[src/rtl/cronometro_ctrl_pkg.sv]
// rtl/cronometro_ctrl_pkg.sv - shared state encoding and digit limits for the stopwatch controller
package cronometro_pkg;

    typedef enum logic [1:0] {
        IDLE  = 2'd0,
        RUN   = 2'd1,
        PAUSE = 2'd2
    } state_t;

    localparam int SEC_U_MAX = 9;
    localparam int SEC_D_MAX = 5;
    localparam int MIN_U_MAX = 9;

    localparam int SEC_U_W = 4;
    localparam int SEC_D_W = 3;
    localparam int MIN_U_W = 4;

endpackage

[src/rtl/cronometro_ctrl_if.sv]
// rtl/cronometro_ctrl_if.sv - button inputs and display outputs of the stopwatch controller
interface cronometro_ctrl_if;
    import cronometro_pkg::*;

    logic               BTN_SS;
    logic               BTN_ZR;
    logic               BTN_LAP;
    logic [SEC_U_W-1:0] SEC_U;
    logic [SEC_D_W-1:0] SEC_D;
    logic [MIN_U_W-1:0] MIN_U;
    logic               RUNNING;
    logic               TICK;
    logic               CLK_OUT;
    logic               LAP;

    modport slave (
        input  BTN_SS, BTN_ZR, BTN_LAP,
        output SEC_U, SEC_D, MIN_U, RUNNING, TICK, CLK_OUT, LAP
    );

    modport master (
        output BTN_SS, BTN_ZR, BTN_LAP,
        input  SEC_U, SEC_D, MIN_U, RUNNING, TICK, CLK_OUT, LAP
    );

endinterface

[src/rtl/cronometro_ctrl_bcd_digit_cnt.sv]
// rtl/cronometro_ctrl_bcd_digit_cnt.sv - one decimal digit counting 0..MAX with carry out
module bcd_digit_cnt #(
    parameter int MAX = 9,
    parameter int W   = 4
) (
    input  logic         clk,
    input  logic         rst,
    input  logic         enable,
    input  logic         clear,
    output logic [W-1:0] q,
    output logic         carry
);

    localparam logic [W-1:0] QMAX = W'(MAX);

    assign carry = enable && (q == QMAX);

    always_ff @(posedge clk) begin
        if (rst || clear) begin
            q <= '0;
        end else if (enable) begin
            q <= carry ? '0 : q + 1'b1;
        end
    end

endmodule

[src/rtl/cronometro_ctrl.sv]
// rtl/cronometro_ctrl.sv - stopwatch run/pause/clear FSM, 1 s prescaler and BCD cascade
// Optional lap display hold enabled by defining CRONO_LAP_HOLD_EN.
module cronometro_ctrl
    import cronometro_pkg::*;
#(
    parameter int TICKS_PER_SEC = 50_000_000
) (
    input  logic              CLK,
    input  logic              RST,
    cronometro_ctrl_if.slave  bus
);

    localparam int            PW      = $clog2(TICKS_PER_SEC);
    localparam logic [PW-1:0] PRE_MAX = PW'(TICKS_PER_SEC - 1);

    state_t               state;
    state_t               next_state;
    logic [PW-1:0]        pre;
    logic                 clear_all;
    logic                 term;
    logic                 su_carry;
    logic                 sd_carry;
    logic                 mu_carry;
    logic [SEC_U_W-1:0]   su;
    logic [SEC_D_W-1:0]   sd;
    logic [MIN_U_W-1:0]   mu;
    logic                 tick_q;
    logic                 wrap_q;
    logic                 running_q;

    always_ff @(posedge CLK) begin
        if (RST) begin
            state <= IDLE;
        end else begin
            state <= next_state;
        end
    end

    // ZR beats SS outside RUN; inside RUN only SS matters
    always_comb begin
        next_state = state;
        clear_all  = 1'b0;
        case (state)
            IDLE:    if (bus.BTN_SS && !bus.BTN_ZR) next_state = RUN;
            RUN:     if (bus.BTN_SS) next_state = PAUSE;
            PAUSE: begin
                if (bus.BTN_ZR) begin
                    next_state = IDLE;
                    clear_all  = 1'b1;
                end else if (bus.BTN_SS) begin
                    next_state = RUN;
                end
            end
            default: next_state = IDLE;
        endcase
    end

    assign term = (state == RUN) && (pre == PRE_MAX);

    always_ff @(posedge CLK) begin
        if (RST || clear_all) begin
            pre <= '0;
        end else if (state == RUN) begin
            pre <= term ? '0 : pre + 1'b1;
        end
    end

    bcd_digit_cnt #(.MAX(SEC_U_MAX), .W(SEC_U_W)) u_sec_u (
        .clk(CLK), .rst(RST), .enable(term), .clear(clear_all), .q(su), .carry(su_carry)
    );
    bcd_digit_cnt #(.MAX(SEC_D_MAX), .W(SEC_D_W)) u_sec_d (
        .clk(CLK), .rst(RST), .enable(su_carry), .clear(clear_all), .q(sd), .carry(sd_carry)
    );
    bcd_digit_cnt #(.MAX(MIN_U_MAX), .W(MIN_U_W)) u_min_u (
        .clk(CLK), .rst(RST), .enable(sd_carry), .clear(clear_all), .q(mu), .carry(mu_carry)
    );

    always_ff @(posedge CLK) begin
        if (RST) begin
            tick_q    <= 1'b0;
            wrap_q    <= 1'b0;
            running_q <= 1'b0;
        end else begin
            tick_q    <= term;
            wrap_q    <= mu_carry;
            running_q <= (next_state == RUN);
        end
    end

    assign bus.TICK    = tick_q;
    assign bus.CLK_OUT = wrap_q;
    assign bus.RUNNING = running_q;

`ifdef CRONO_LAP_HOLD_EN
    logic               hold_q;
    logic [SEC_U_W-1:0] su_h;
    logic [SEC_D_W-1:0] sd_h;
    logic [MIN_U_W-1:0] mu_h;

    // Snapshot is taken from the pre-edge digits so the frozen view matches what was shown
    always_ff @(posedge CLK) begin
        if (RST || clear_all) begin
            hold_q <= 1'b0;
            su_h   <= '0;
            sd_h   <= '0;
            mu_h   <= '0;
        end else if (state == RUN && bus.BTN_LAP) begin
            hold_q <= !hold_q;
            if (!hold_q) begin
                su_h <= su;
                sd_h <= sd;
                mu_h <= mu;
            end
        end
    end

    assign bus.LAP   = hold_q;
    assign bus.SEC_U = hold_q ? su_h : su;
    assign bus.SEC_D = hold_q ? sd_h : sd;
    assign bus.MIN_U = hold_q ? mu_h : mu;
`else
    logic unused_lap;
    assign unused_lap = bus.BTN_LAP;

    assign bus.LAP   = 1'b0;
    assign bus.SEC_U = su;
    assign bus.SEC_D = sd;
    assign bus.MIN_U = mu;
`endif

endmodule

[src/flat_wrapper.sv]
// flat-port wrapper written by rule: the top's interface ports become plain ports
module cronometro_ctrl_flat import cronometro_pkg::*;
#(
    parameter int TICKS_PER_SEC = 50_000_000
)
  (CLK, RST, bus_BTN_SS, bus_BTN_ZR, bus_BTN_LAP, bus_SEC_U, bus_SEC_D, bus_MIN_U, bus_RUNNING, bus_TICK, bus_CLK_OUT, bus_LAP);
  cronometro_ctrl_if bus_i ();
  input  logic CLK;
  input  logic RST;
  input wire logic [$bits(bus_i.BTN_SS)-1:0] bus_BTN_SS;
  input wire logic [$bits(bus_i.BTN_ZR)-1:0] bus_BTN_ZR;
  input wire logic [$bits(bus_i.BTN_LAP)-1:0] bus_BTN_LAP;
  output wire logic [$bits(bus_i.SEC_U)-1:0] bus_SEC_U;
  output wire logic [$bits(bus_i.SEC_D)-1:0] bus_SEC_D;
  output wire logic [$bits(bus_i.MIN_U)-1:0] bus_MIN_U;
  output wire logic [$bits(bus_i.RUNNING)-1:0] bus_RUNNING;
  output wire logic [$bits(bus_i.TICK)-1:0] bus_TICK;
  output wire logic [$bits(bus_i.CLK_OUT)-1:0] bus_CLK_OUT;
  output wire logic [$bits(bus_i.LAP)-1:0] bus_LAP;
  assign bus_i.BTN_SS = bus_BTN_SS;
  assign bus_i.BTN_ZR = bus_BTN_ZR;
  assign bus_i.BTN_LAP = bus_BTN_LAP;
  assign bus_SEC_U = bus_i.SEC_U;
  assign bus_SEC_D = bus_i.SEC_D;
  assign bus_MIN_U = bus_i.MIN_U;
  assign bus_RUNNING = bus_i.RUNNING;
  assign bus_TICK = bus_i.TICK;
  assign bus_CLK_OUT = bus_i.CLK_OUT;
  assign bus_LAP = bus_i.LAP;
  cronometro_ctrl #(.TICKS_PER_SEC(TICKS_PER_SEC)) u_core (.CLK(CLK), .RST(RST), .bus(bus_i));
endmodule
[config.mk]
export PLATFORM = sky130hd
export DESIGN_NAME = cronometro_ctrl_flat
export DESIGN_NICKNAME = d
export VERILOG_FILES = /design/src/rtl/cronometro_ctrl_pkg.sv /design/src/rtl/cronometro_ctrl_if.sv /design/src/rtl/cronometro_ctrl_bcd_digit_cnt.sv /design/src/rtl/cronometro_ctrl.sv /design/src/flat_wrapper.sv
export SDC_FILE = /design/constraint.sdc
export NUM_CORES = 1
export LEC_CHECK = 0
export BUFFER_PORTS_ARGS = -buffer_cell sky130_fd_sc_hd__buf_4
export CAP_MARGIN = 15
export CORE_ASPECT_RATIO = 1.1
export CORE_MARGIN = 2
export CORE_UTILIZATION = 30
export DETAILED_ROUTE_END_ITERATION = 8
export GPL_ROUTABILITY_DRIVEN = 1
export PLACE_DENSITY = 0.55
export SLEW_MARGIN = 25
export SYNTH_ARGS = -nofsm -noshare
export SYNTH_HDL_FRONTEND = slang
export SYNTH_SLANG_ARGS = --single-unit
export TNS_END_PERCENT = 5
[constraint.sdc]
create_clock -name CLK -period 2.2 [get_ports CLK]
set_input_delay 0.11 -clock CLK [delete_from_list [all_inputs] [get_ports CLK]]
set_output_delay 0.11 -clock CLK [all_outputs]
set_load 0.005 [all_outputs]
Word-level counts from Yosys, hierarchy flattened
Index checks and enable logic that the tools add are counted.
- flip-flop bits (word level): 42
- bits in latches: 0
- memory bits (writable): 0
- ROM bits: 0
- bits of input ports: 5
- word-level logic and storage cells: 38
- memories kept: 0
- add/sub/neg operators: 4
- multiply operators: 0
- divide/modulo/power cells: 0
- magnitude comparators: 0
- equal/unequal tests: 7
- shift operators: 0
- muxes and demuxes: 11
- bitwise logic cells: 0
- reductions and logical operators: 8
- operators by type and width (operator ; number):
    adder 26 x 1 -> 26 bit (second input constant) ; 1
    equality test 26 bit (second input constant) ; 1
    two-way mux 26 bit ; 1
    adder 4 x 1 -> 4 bit (second input constant) ; 2
    equality test 4 bit (second input constant) ; 2
    two-way mux 2 bit ; 4
    two-way mux 4 bit ; 2
    case mux 2 bit (3 select lines) ; 1
    logical AND 1 bit ; 5
    equality test 2 x 1 -> 1 bit (second input constant) ; 2
    adder 3 x 1 -> 3 bit (second input constant) ; 1
    equality test 3 bit (second input constant) ; 1
    two-way mux 3 bit ; 1
    equality test 2 bit (second input constant) ; 1
    zero test 2 bit ; 1
    two-way mux 1 bit ; 2
    zero test 1 bit ; 1
    logical OR 1 bit ; 1

Depth between registers and ports, before layout
Gate-level depths: netlist of run 1.
- word-level depth: 6
- depth in mapped cells: 7
- mapped depth without buffers: 6

Hierarchy
A second synthesis of run 1 with hierarchy kept.
- cells, all modules: 243
- area total of the unflattened synthesis: 2152.1 µm²
- by module, submodules not included (module ; times used ; cells each ; area an instance (µm²)):
    cronometro_ctrl ; 1 ; 181 ; 1587.8
    bcd_digit_cnt (u_core.u_min_u ...) ; 2 ; 23 ; 201.4
    bcd_digit_cnt (u_core.u_sec_d) ; 1 ; 16 ; 161.4

Least setup slack after synthesis of run 1
No wires, ideal clock.
- path type: register to register
- start: register u_core.pre[10]
- end: register u_core.u_sec_u.q[0]
- library setup time: 0.070 ns
- arrival time: 2.022 ns
- path slack: 0.108 ns
- cell stages (with the launch flop): 6
- path through: dfxtp_1 or4b_4 or4_1 buf_2 or4_1 a21oi_1
- cells in the longest elaborated chain, start to end: 4
- ends and longest elaborated chain (item ; line ; text):
    start: declaration ; cronometro_ctrl.sv:18 ; logic [PW-1:0] pre;
    start signal: assignment ; cronometro_ctrl.sv:64 ; pre <= term ? '0 : pre + 1'b1;
    equality test 26 bit * ; cronometro_ctrl.sv:58 ; assign term = (state == RUN) && (pre == PRE_MAX);
    logical AND 1 bit * ; cronometro_ctrl.sv:58 ;
    logical AND 1 bit ; cronometro_ctrl_bcd_digit_cnt.sv:16 ; assign carry = enable && (q == QMAX);
    two-way mux 4 bit ; cronometro_ctrl_bcd_digit_cnt.sv:22 ; q <= carry ? '0 : q + 1'b1;
    end signal: assignment ; cronometro_ctrl_bcd_digit_cnt.sv:22 ;
    end: declaration ; cronometro_ctrl_bcd_digit_cnt.sv:10 ; output logic [W-1:0] q,
Every way passes the cells marked *; elsewhere a longest branch is shown, timed or not.
A chain may end at the register's enable or synchronous reset.

Worst setup path in the final report of run 1
- start: register u_core.pre[9]
- end: register u_core.u_sec_u.q[0]
The elaborated chain is that of the path after synthesis.

==> impl_metrics.ini, run 1 <==
[timing]
fin_skew_ps = 10.3
fin_crit_ps = 2110
maxSlewViolCount = 0
fin_tns_setup_ps = 0
finalHoldViolCount = 0
rsz0062_at_grt = no
fmax_ghz = 0.473
finalCritPeriodShare_pct = 96.1
final-setup-viol-count = 0

[pwr]
powerDensity_mw_per_mm2 = 551
ir_drop_v = 0.000288
p_leak_uw = 0.000891

[status]
status = finished, final reports clean

[global_route]
grt_use_total_pct = 12.7
first_global_vias = 1791
grt_pass1_wl_mm = 8.20
grt_overflow = 0
grt_max_degree = 24
antenna_found_initial = 0

[place]
gp_congestion = 0.764
dp_hpwl_mm = 3.21
portBuffers = 17
dp.cells = 363

[final_layout]
fin_util_pct = 37.2
fillers = 718
area_growth_pct = 22.2
seqCellArea_um2 = 842
final_layout_size_suffix_gt1_share_pct = 19.2
final_nets = 297
multi_input_area_mm2 = 0.00116
instances_no_fill = 371
n_antenna_cell = 0

[clock_network]
clkSlewWorstSetupHoldPaths_ps = 80
cts.sinks = 42
cts-root-buf = clkbuf_8
cts_setup_buffers = 0
tritoncts = yes
worstSkewPairLatency_ps = 300
cts_buffers = 5
cts_buffer_depth = 2
cts.htree.levels = 2

[synthesis]
syn_area_per_cell_um2 = 8.41
synth.top_cell.area_share_pct = 39.8
ys_types = 43
async_flop_share_pct = 0
synthTopCellsByCount = dfxtp_1 (42), a21oi_1 (30), nor2_1 (24)
yosysTopAreaCell = dfxtp_1
synthTopCellsByArea = dfxtp_1 (40%), a21oi_1 (7.1%), nand4_1 (5.0%)
netlist_instances = 251
synth.yosys.seq_area_share_pct = 39.8
synthFlopType = dfxtp_1
syn_nets = 263
synth-seq-cells = 42
synth-warning-count = 0
yosysMostFrequentCell = dfxtp_1
synth_edf_count = 0
synthesis.area_mm2 = 0.00211

[detailed_routing]
dr.pass1.iters = 4
drt-wirelength-per-cell_um = 12.5
vias = 1945
final_antenna_net_count = 0
wl_mm = 4.65
drc = 0
first_iter_violations = 86
vias_per_cell = 5.24

[die]
die_x_um = 84
rows = 32
num_io_pins = 20
fp.coreArea_mm2 = 0.00693
die_y_um = 92
floorplan.initialDensity_pct = 30.5
dieArea_mm2 = 0.00773

[setup_path]
end_kind = register
worstPathMaxFanout = 10
start_kind = register
cp_slowest_cell = or4_4
slowest_delay_ps = 570
crit_arrival_ps = 2350
path_delay_family = simple AND/OR/NAND/NOR gates
critPathBufInv = 0
required_ps = 2430
critical_path_class = register to register
crit_chain = or4b_4 -> or4_4 -> or4_1 -> a21oi_1

[run]
drv_cap = 0

[worst_hold_path]
hold_class = input port to register
## worst register-to-register path, delay by kind of cell, from the launching register on
kind | cells | cell delay (ps)
DFF | 1 | 330
and+or+nand+nor | 3 | 1590
AOI/OAI and AO/OA | 1 | 140
## path summary, 6_finish.rpt
kind / startpoint / to / slack [ps] / depth (start not counted)
max: u_core.pre[9] / u_core.u_sec_u.q[0] / 90 / 4
min: bus_BTN_SS / u_core.state[0] / 80 / 3
max reg2reg: u_core.pre[9] / u_core.u_sec_u.q[0] / 90 / 4
min reg2reg: u_core.pre[25] / u_core.pre[25] / 490 / 2
## placed cells by master (no fill, tap or decap), types with 2 or more instances in the layout
| cell | synthesis | layout |
|---|---|---|
| dfxtp_1 | 42 | 41 |
| buf_4 | 2 | 39 |
| a21oi_1 | 30 | 30 |
| nor2_1 | 24 | 24 |
| nand4_1 | 17 | 17 |
| o31ai_1 | 13 | 13 |
| or4_1 | 13 | 12 |
| o21ai_0 | 11 | 11 |
| inv_1 | 10 | 10 |
| nand2_1 | 10 | 10 |
| nand3_1 | 8 | 8 |
| or3_1 | 7 | 7 |
| xnor2_1 | 7 | 7 |
| ha_1 | 7 | 7 |
| clkbuf_8 | 1 | 5 |
| nor4_1 | 4 | 4 |
| xor2_1 | 4 | 4 |
| nor3_1 | 4 | 4 |
| nor2b_1 | 3 | 3 |
| and4_1 | 2 | 2 |
| and3b_1 | 2 | 2 |
| clkbuf_1 | 8 | 2 |
## power breakdown
part	switching [uW]	total, uW	internal, uW
Clock	271	611	340
Sequential	2.56	766	763
Combinational	25.8	45.7	19.8
## cell families after synthesis
kind of cell    synth area share, %
xor+xnor                       4.56
simple gates                   29.4
other cells                   0.178
compound gates                 16.6
buf+inv                        5.21
flops                          39.8
fa+ha+maj                      4.15
## what timing repair did
action                     in CTS  in global routing
setup endpoints to repair       1                  7
pin swaps                       0                  2
gates resized for setup         1                  2
hold buffers                    1                  0
hold endpoints to repair        2                  0
## flip-flops by register name (all words and copies together), names as in the netlist
name                cells
u_core.state            2
u_core.u_min_u.q        4
u_core.pre             26
u_core.bus.RUNNING      1
u_core.bus.CLK_OUT      1
u_core.bus.TICK         1
u_core.u_sec_d.q        3
u_core.u_sec_u.q        4
## metal layers
layer,vias up,track usage [%],routed length [um]
met3,5,3.42,148
li1,998,-,-
met5,-,0,0
met4,0,4.70,63
met1,919,16.3,2230
met2,23,20.5,2210
## metrics by stage
step | power, uW | hold WS (ps) | setup slack, ps | instance area, um^2
after detailed placement | 829 | 321 | 6.49 | 2470
after floorplan | 808 | 182 | 108 | 2110
final | 1420 | 82.8 | 86.4 | 2580
after global placement | 829 | 326 | 32.5 | 2470
after global routing | 1470 | 95.8 | 13.2 | 2580
after CTS | 1450 | 74.9 | 7.43 | 2590
## area by class of cell
| cell class | count | area share [%] |
|---|---|---|
| Multi-Input combinational cell | 185 | 45.2 |
| Sequential cell | 42 | 32.6 |
| Timing Repair Buffer | 41 | 12.5 |
| Tap cell | 85 | 4.12 |
| Clock buffer | 7 | 2.96 |
| Inverter | 10 | 1.45 |
| Clock inverter | 1 | 1.16 |
No activity file was read; power rests on OpenSTA's default activity.
==> inputs of run 2 (changes only) <==
Settings changed: ABC_AREA from default to 1, PLACE_DENSITY 0.55 to 0.54.
==> run 2 against run 1 <==
Clock-buffer cell count shrank 2. First-iteration DRC count decreased by 43%. Non-clock buffer count shrank 22. Highest routed layer unchanged. Utilization shrank 1.5 points. Global-route usage increased by 0.45 points. Register-to-register slack gained 310 ps. Critical path type unchanged. Cell count up 27%. Via count rose by 8.9%. Clock power up 3.6%.
==> impl_metrics.ini, run 2 <==
[setup_path]
critical_path_class = register to register
crit_chain = ha_1 -> nand3_1 -> inv_1 -> nand2_1 -> nor2_2 -> nand2_4 -> nand2_4 -> inv_2 -> o21ai_0 -> a21oi_1
required_ps = 2390
end_kind = register
slowest_delay_ps = 390
cp.depth = 10
crit_arrival_ps = 2000
reg2reg_depth = 10
cp_slowest_cell = dfxtp_1
critPathBufInv = 2
path_delay_family = simple AND/OR/NAND/NOR gates
worstPathMaxFanout = 15
start_kind = register
crit_top_cell = nand2_4

[run]
drv_cap = 0

[detailed_routing]
vias = 2119
final_antenna_net_count = 0
drt-wirelength-per-cell_um = 10.5
drc = 0
dr.pass1.iters = 4
first_iter_violations = 49
wl_mm = 4.99
vias_per_cell = 4.48

[synthesis]
netlist_instances = 344
yosysMostFrequentCell = nand2_1
synth-warning-count = 0
ys_types = 36
synth.yosys.seq_area_share_pct = 36.4
syn_area_per_cell_um2 = 6.71
synthesis.area_mm2 = 0.00231
syn_nets = 356
synthTopCellsByCount = nand2_1 (75), nor2_1 (66), inv_1 (48)
yosysTopAreaCell = dfxtp_1
synth_edf_count = 0
synthTopCellsByArea = dfxtp_1 (36%), nand2_1 (12%), nor2_1 (11%)
async_flop_share_pct = 0
synth-seq-cells = 42
synthFlopType = dfxtp_1
synth.top_cell.area_share_pct = 36.4

[die]
floorplan.initialDensity_pct = 30.9
rows = 33
fp.coreArea_mm2 = 0.00747
num_io_pins = 20
die_x_um = 87.7
die_y_um = 96.0
dieArea_mm2 = 0.00842

[final_layout]
largest_reg_flops = 26
n_antenna_cell = 0
final_layout_size_suffix_gt1_share_pct = 13.9
registers.top_by_ff_count = u_core.pre
fillers = 801
multi_input_area_mm2 = 0.00125
final_nets = 379
final_common_cell = nand2_1
area_growth_pct = 15.8
seqCellArea_um2 = 841
fin_util_pct = 35.8
mostFrequentLayoutCells = nand2_1 (75), nor2_1 (66), inv_1 (48)
reg_top3 = u_core.pre x26, u_core.u_min_u.q x4, u_core.u_sec_u.q x4

[pwr]
powerDensity_mw_per_mm2 = 546
p_leak_uw = 0.00110
ir_drop_v = 0.000337
fin_total_pwr_uw = 1460

[clock_network]
cts.sinks = 42
cts-root-buf = clkbuf_8
cts_buffer_depth = 2
tritoncts = yes
worstSkewPairLatency_ps = 300
cts_buffers = 5
ctsResizeCount = 0
clkSlewWorstSetupHoldPaths_ps = 90
cts.htree.levels = 2

[place]
gp_congestion = 0.821
dp_hpwl_mm = 3.79
dp_slack_ps = 395
portBuffers = 17

[global_route]
grt_use_total_pct = 13.2
grt_max_degree = 16
grt_use_met1_pct = 16.5
met3_usage_pct = 2.74
grt_overflow = 0
antenna_found_initial = 0
first_global_vias = 2041
grt_pass1_wl_mm = 8.78
grtUsageMet2_pct = 22.0
grt_busiest_layer = met2

[status]
status = finished, final reports clean

[timing]
finalCritPeriodShare_pct = 82.2
fin_skew_ps = 7.34
rsz0062_at_grt = no
finalHoldViolCount = 0
fin_tns_setup_ps = 0
maxSlewViolCount = 0
fin_ws_ps = 392
final-setup-viol-count = 0
fmax_ghz = 0.553
fin_crit_ps = 1810

[worst_hold_path]
hold_class = input port to register
worstHoldPathCells = 4
==> run 2: cell count changes after synthesis, sizes merged, moves of 13 or more <==
cell,previous run,this run
nand2,10,81
nor2,24,76
inv,10,51
a21oi,30,10
nand3,8,22
or4,13,0
==> run 2: area by class of cell <==
| type | instances | area share, % |
|---|---|---|
| inverter | 52 | 7.39 |
| sequential | 42 | 31.4 |
| timing repair buffer | 19 | 5.43 |
| multi-input combinational | 247 | 46.6 |
| clock inverter | 3 | 1.64 |
| tap | 105 | 4.91 |
| clock buffer | 5 | 2.57 |
==> run 2: tightest hold or removal path: stages <==
cell	delay (ps)
buf_4	90
nand2_1	40
inv_1	80
a211oi_1	50
==> run 2: where the power goes <==
| group | internal [uW] | switching [uW] |
|---|---|---|
| clock network | 340 | 293 |
| registers | 765 | 4.65 |
| logic | 19.7 | 38.1 |
==> run 2: final timing paths <==
| check | startpoint | to | slack [ps] |
|---|---|---|---|
| max reg2reg | u_core.pre[0] | u_core.pre[15] | 390 |
| min | bus_BTN_SS | u_core.state[0] | 100 |
| min reg2reg | u_core.pre[22] | u_core.pre[22] | 460 |
| max | u_core.pre[0] | u_core.pre[15] | 390 |
==> run 2: routing by layer <==
layer | wire [um] | share of wire [%]
met5 | 0 | 0
met4 | 99 | 2.0
met3 | 179 | 3.6
met2 | 2180 | 44
met1 | 2520 | 51
==> run 2: per-stage QoR <==
stage               cell area [um^2]  hold slack [ps]  std cells
floorplan                       2310              182        344
global placement                2550              327        464
detailed placement              2550              325        464
CTS                             2680             98.2        473
global route                    2680              103        473
finish                          2680              102        473
==> run 2: cell families after synthesis <==
| logic type | count (synthesis) | share of synthesized area, % |
|---|---|---|
| other | 1 | 0.162 |
| AO/OA/AOI/OAI | 33 | 8.67 |
| buffers and inverters | 55 | 9.59 |
| flip-flops | 42 | 36.4 |
| AND/OR/NAND/NOR | 202 | 39.9 |
| adder cells (fa/ha/maj) | 7 | 3.79 |
| XOR/XNOR | 4 | 1.52 |
==> run 2: timing repair <==
item,in CTS,in global routing
hold buffers,1,0
setup buffers,0,0
hold endpoints to repair,2,0
==> inputs of run 3 (changes only) <==
Settings changed: ABC_AREA 1 to 0, PLACE_DENSITY 0.54 to 0.55.
Clock period 2.2 ns to 1.6 ns, I/O delays scaled along.
==> run 3 against run 2 <==
The run now ends with setup timing left. Combinational power rose by 21%. Total power increased by 26%. Clock skew shrank 1.1 ps. Critical path type unchanged.
==> impl_metrics.ini, run 3 (synthesis results as in run 1) <==
[clock_network]
cts.sinks = 42
cts.htree.levels = 2
cts-root-buf = clkbuf_8
clkSlewWorstSetupHoldPaths_ps = 80
cts_buffers = 5
worstSkewPairLatency_ps = 300
cts_buffer_depth = 2
tritoncts = yes

[detailed_routing]
routed-wl-met2_mm = 2.46
top_layer_used = met4
routed-wl-met3_um = 139
wl_mm = 5.07
dr.pass1.iters = 4
vias_per_cell = 5.00
first_iter_violations = 48
drt-wirelength-per-cell_um = 12.6
drc = 0
met1_length_mm = 2.42
final_antenna_net_count = 0
vias = 2014

[die]
die_y_um = 92
floorplan.initialDensity_pct = 30.5
rows = 32
die_x_um = 84
fp.coreArea_mm2 = 0.00693
dieArea_mm2 = 0.00773
num_io_pins = 20

[place]
place_area_mm2 = 0.00269
dp_hpwl_mm = 3.56
gp_congestion = 0.756
portBuffers = 17

[worst_hold_path]
worstHoldPathCells = 3
hold_path_end = u_core.bus.RUNNING
worstHoldStart = bus_BTN_SS
hold_class = input port to register

[setup_path]
r2r-end = u_core.u_sec_u.q[1]
worstPathMaxFanout = 7
reg2reg_depth = 4
crit_arrival_ps = 2230
reg2reg_from = u_core.pre[9]
required_ps = 1830
slowest_delay_ps = 530
critPathBufInv = 0
crit_chain = or4b_4 -> or4_4 -> or4_1 -> a21oi_1
cp_slowest_cell = or4b_4
path_delay_family = simple AND/OR/NAND/NOR gates
critical_path_class = register to register
start_kind = register
end_kind = register
ff2ff_setup_slack_ps = -400
startpoint = u_core.pre[9]

[status]
violations = setup timing
status = finished with violations

[global_route]
grt_pass1_wl_mm = 8.54
antenna_found_initial = 0
grt_overflow = 0
grt_max_degree = 24
grt_use_total_pct = 13.4
first_global_vias = 1886

[final_layout]
fillers = 712
fin_area_mm2 = 0.00288
registers.top_by_ff_count = u_core.pre
final_nets = 329
largest_reg_flops = 26
mostFrequentLayoutCells = buf_4 (68), dfxtp_1 (36), a21oi_1 (30)
final_layout_size_suffix_gt1_share_pct = 32.4
area_growth_pct = 36.3
final_common_cell = buf_4
n_antenna_cell = 0
reg_top3 = u_core.pre x26, u_core.u_min_u.q x4, u_core.u_sec_u.q x4

[timing]
finalCritPeriodShare_pct = 125
fin_tns_setup_ps = -8360
final-setup-viol-count = 37
fmax_ghz = 0.500
fin_skew_ps = 6.25
finalHoldViolCount = 0
fin_ws_ps = -400
fin_crit_ps = 2000
maxSlewViolCount = 0
rsz0062_at_grt = yes

[run]
drv_cap = 0

[pwr]
p_leak_uw = 0.00106
switchingPower_uw = 411
ir_drop_v = 0.000318
pwr-share-clk_pct = 39.0
p_comb_share_pct = 3.8
switching_share_pct = 22.3
powerDensity_mw_per_mm2 = 640
p_seq_share_pct = 57.3
internal_power_uw = 1430
run 3: changes by cell type in the layout (fill, tap and decap cells not counted), moves of 8 or more:
cell     delta
a21oi_1    +20
nor2_2      -8
nand2_1    -65
buf_4      +50
nand3_1    -12
nor2_1     -42
or4_1      +10
inv_1      -38
run 3: worst max-delay path by stage:
| stage | to | slack, ps | cells after the start |
|---|---|---|---|
| after global placement | u_core.u_sec_u.q[1] | -470 | 4 |
| final | u_core.u_sec_u.q[1] | -400 | 4 |
| after detailed placement | u_core.u_sec_u.q[1] | -470 | 4 |
| after CTS | u_core.u_sec_u.q[1] | -400 | 4 |
| after floorplan | u_core.u_sec_u.q[1] | -400 | 5 |
| after global routing | u_core.u_sec_u.q[1] | -450 | 4 |
run 3: stage by stage:
step           util (%)  setup slack, ps  cells  hold WS (ps)  power [uW]
6_report           41.6             -400    403          55.6        1840
5_1_grt            41.6             -449    403          77.8        1910
4_1_cts            40.8             -402    401          44.4        1860
3_5_place_dp       38.8             -470    392           294        1140
3_3_place_gp       38.8             -469    392           293        1140
2_1_floorplan         -             -399    251           152        1110
run 3: area by class of cell:
| class | count | area [um^2] | share of cell area [%] |
|---|---|---|---|
| tap | 85 | 106 | 3.69 |
| inverter | 10 | 37.5 | 1.30 |
| timing repair buffer | 73 | 574 | 19.9 |
| clock buffer | 7 | 86.3 | 3.00 |
| sequential | 42 | 848 | 29.5 |
| clock inverter | 1 | 5.00 | 0.174 |
| multi-input combinational | 185 | 1220 | 42.4 |
run 3: power by group through the flow:
stage | clock network, uW | logic (uW) | registers (uW)
2_1_floorplan | 0 | 31.3 | 1080
3_3_place_gp | 0 | 63.1 | 1080
3_5_place_dp | 0 | 62.0 | 1080
4_1_cts | 741 | 65.1 | 1060
5_1_grt | 776 | 76.8 | 1060
6_report | 718 | 69.8 | 1050
run 3: routing by layer:
metal  vias up  global-route usage [%]
li1       1057                       -
met1       929                    16.3
met2        24                    23.1
met3         4                    3.06
met4         0                    4.84
met5         -                       0
run 3: tightest hold or removal path, stage by stage:
cell and delay, ps:
buf_4 100, a21oi_1 70, nor2_1 70
run 3: what timing repair did:
action                                  4_1_cts  5_1_grt
endpoints found under the setup margin       38       38
hold endpoints to repair                      5        0
gates resized for setup                      12        8
cloned                                        0        0
hold buffers                                  1        0
pin swaps                                     2        3
buffers inserted                              0        2
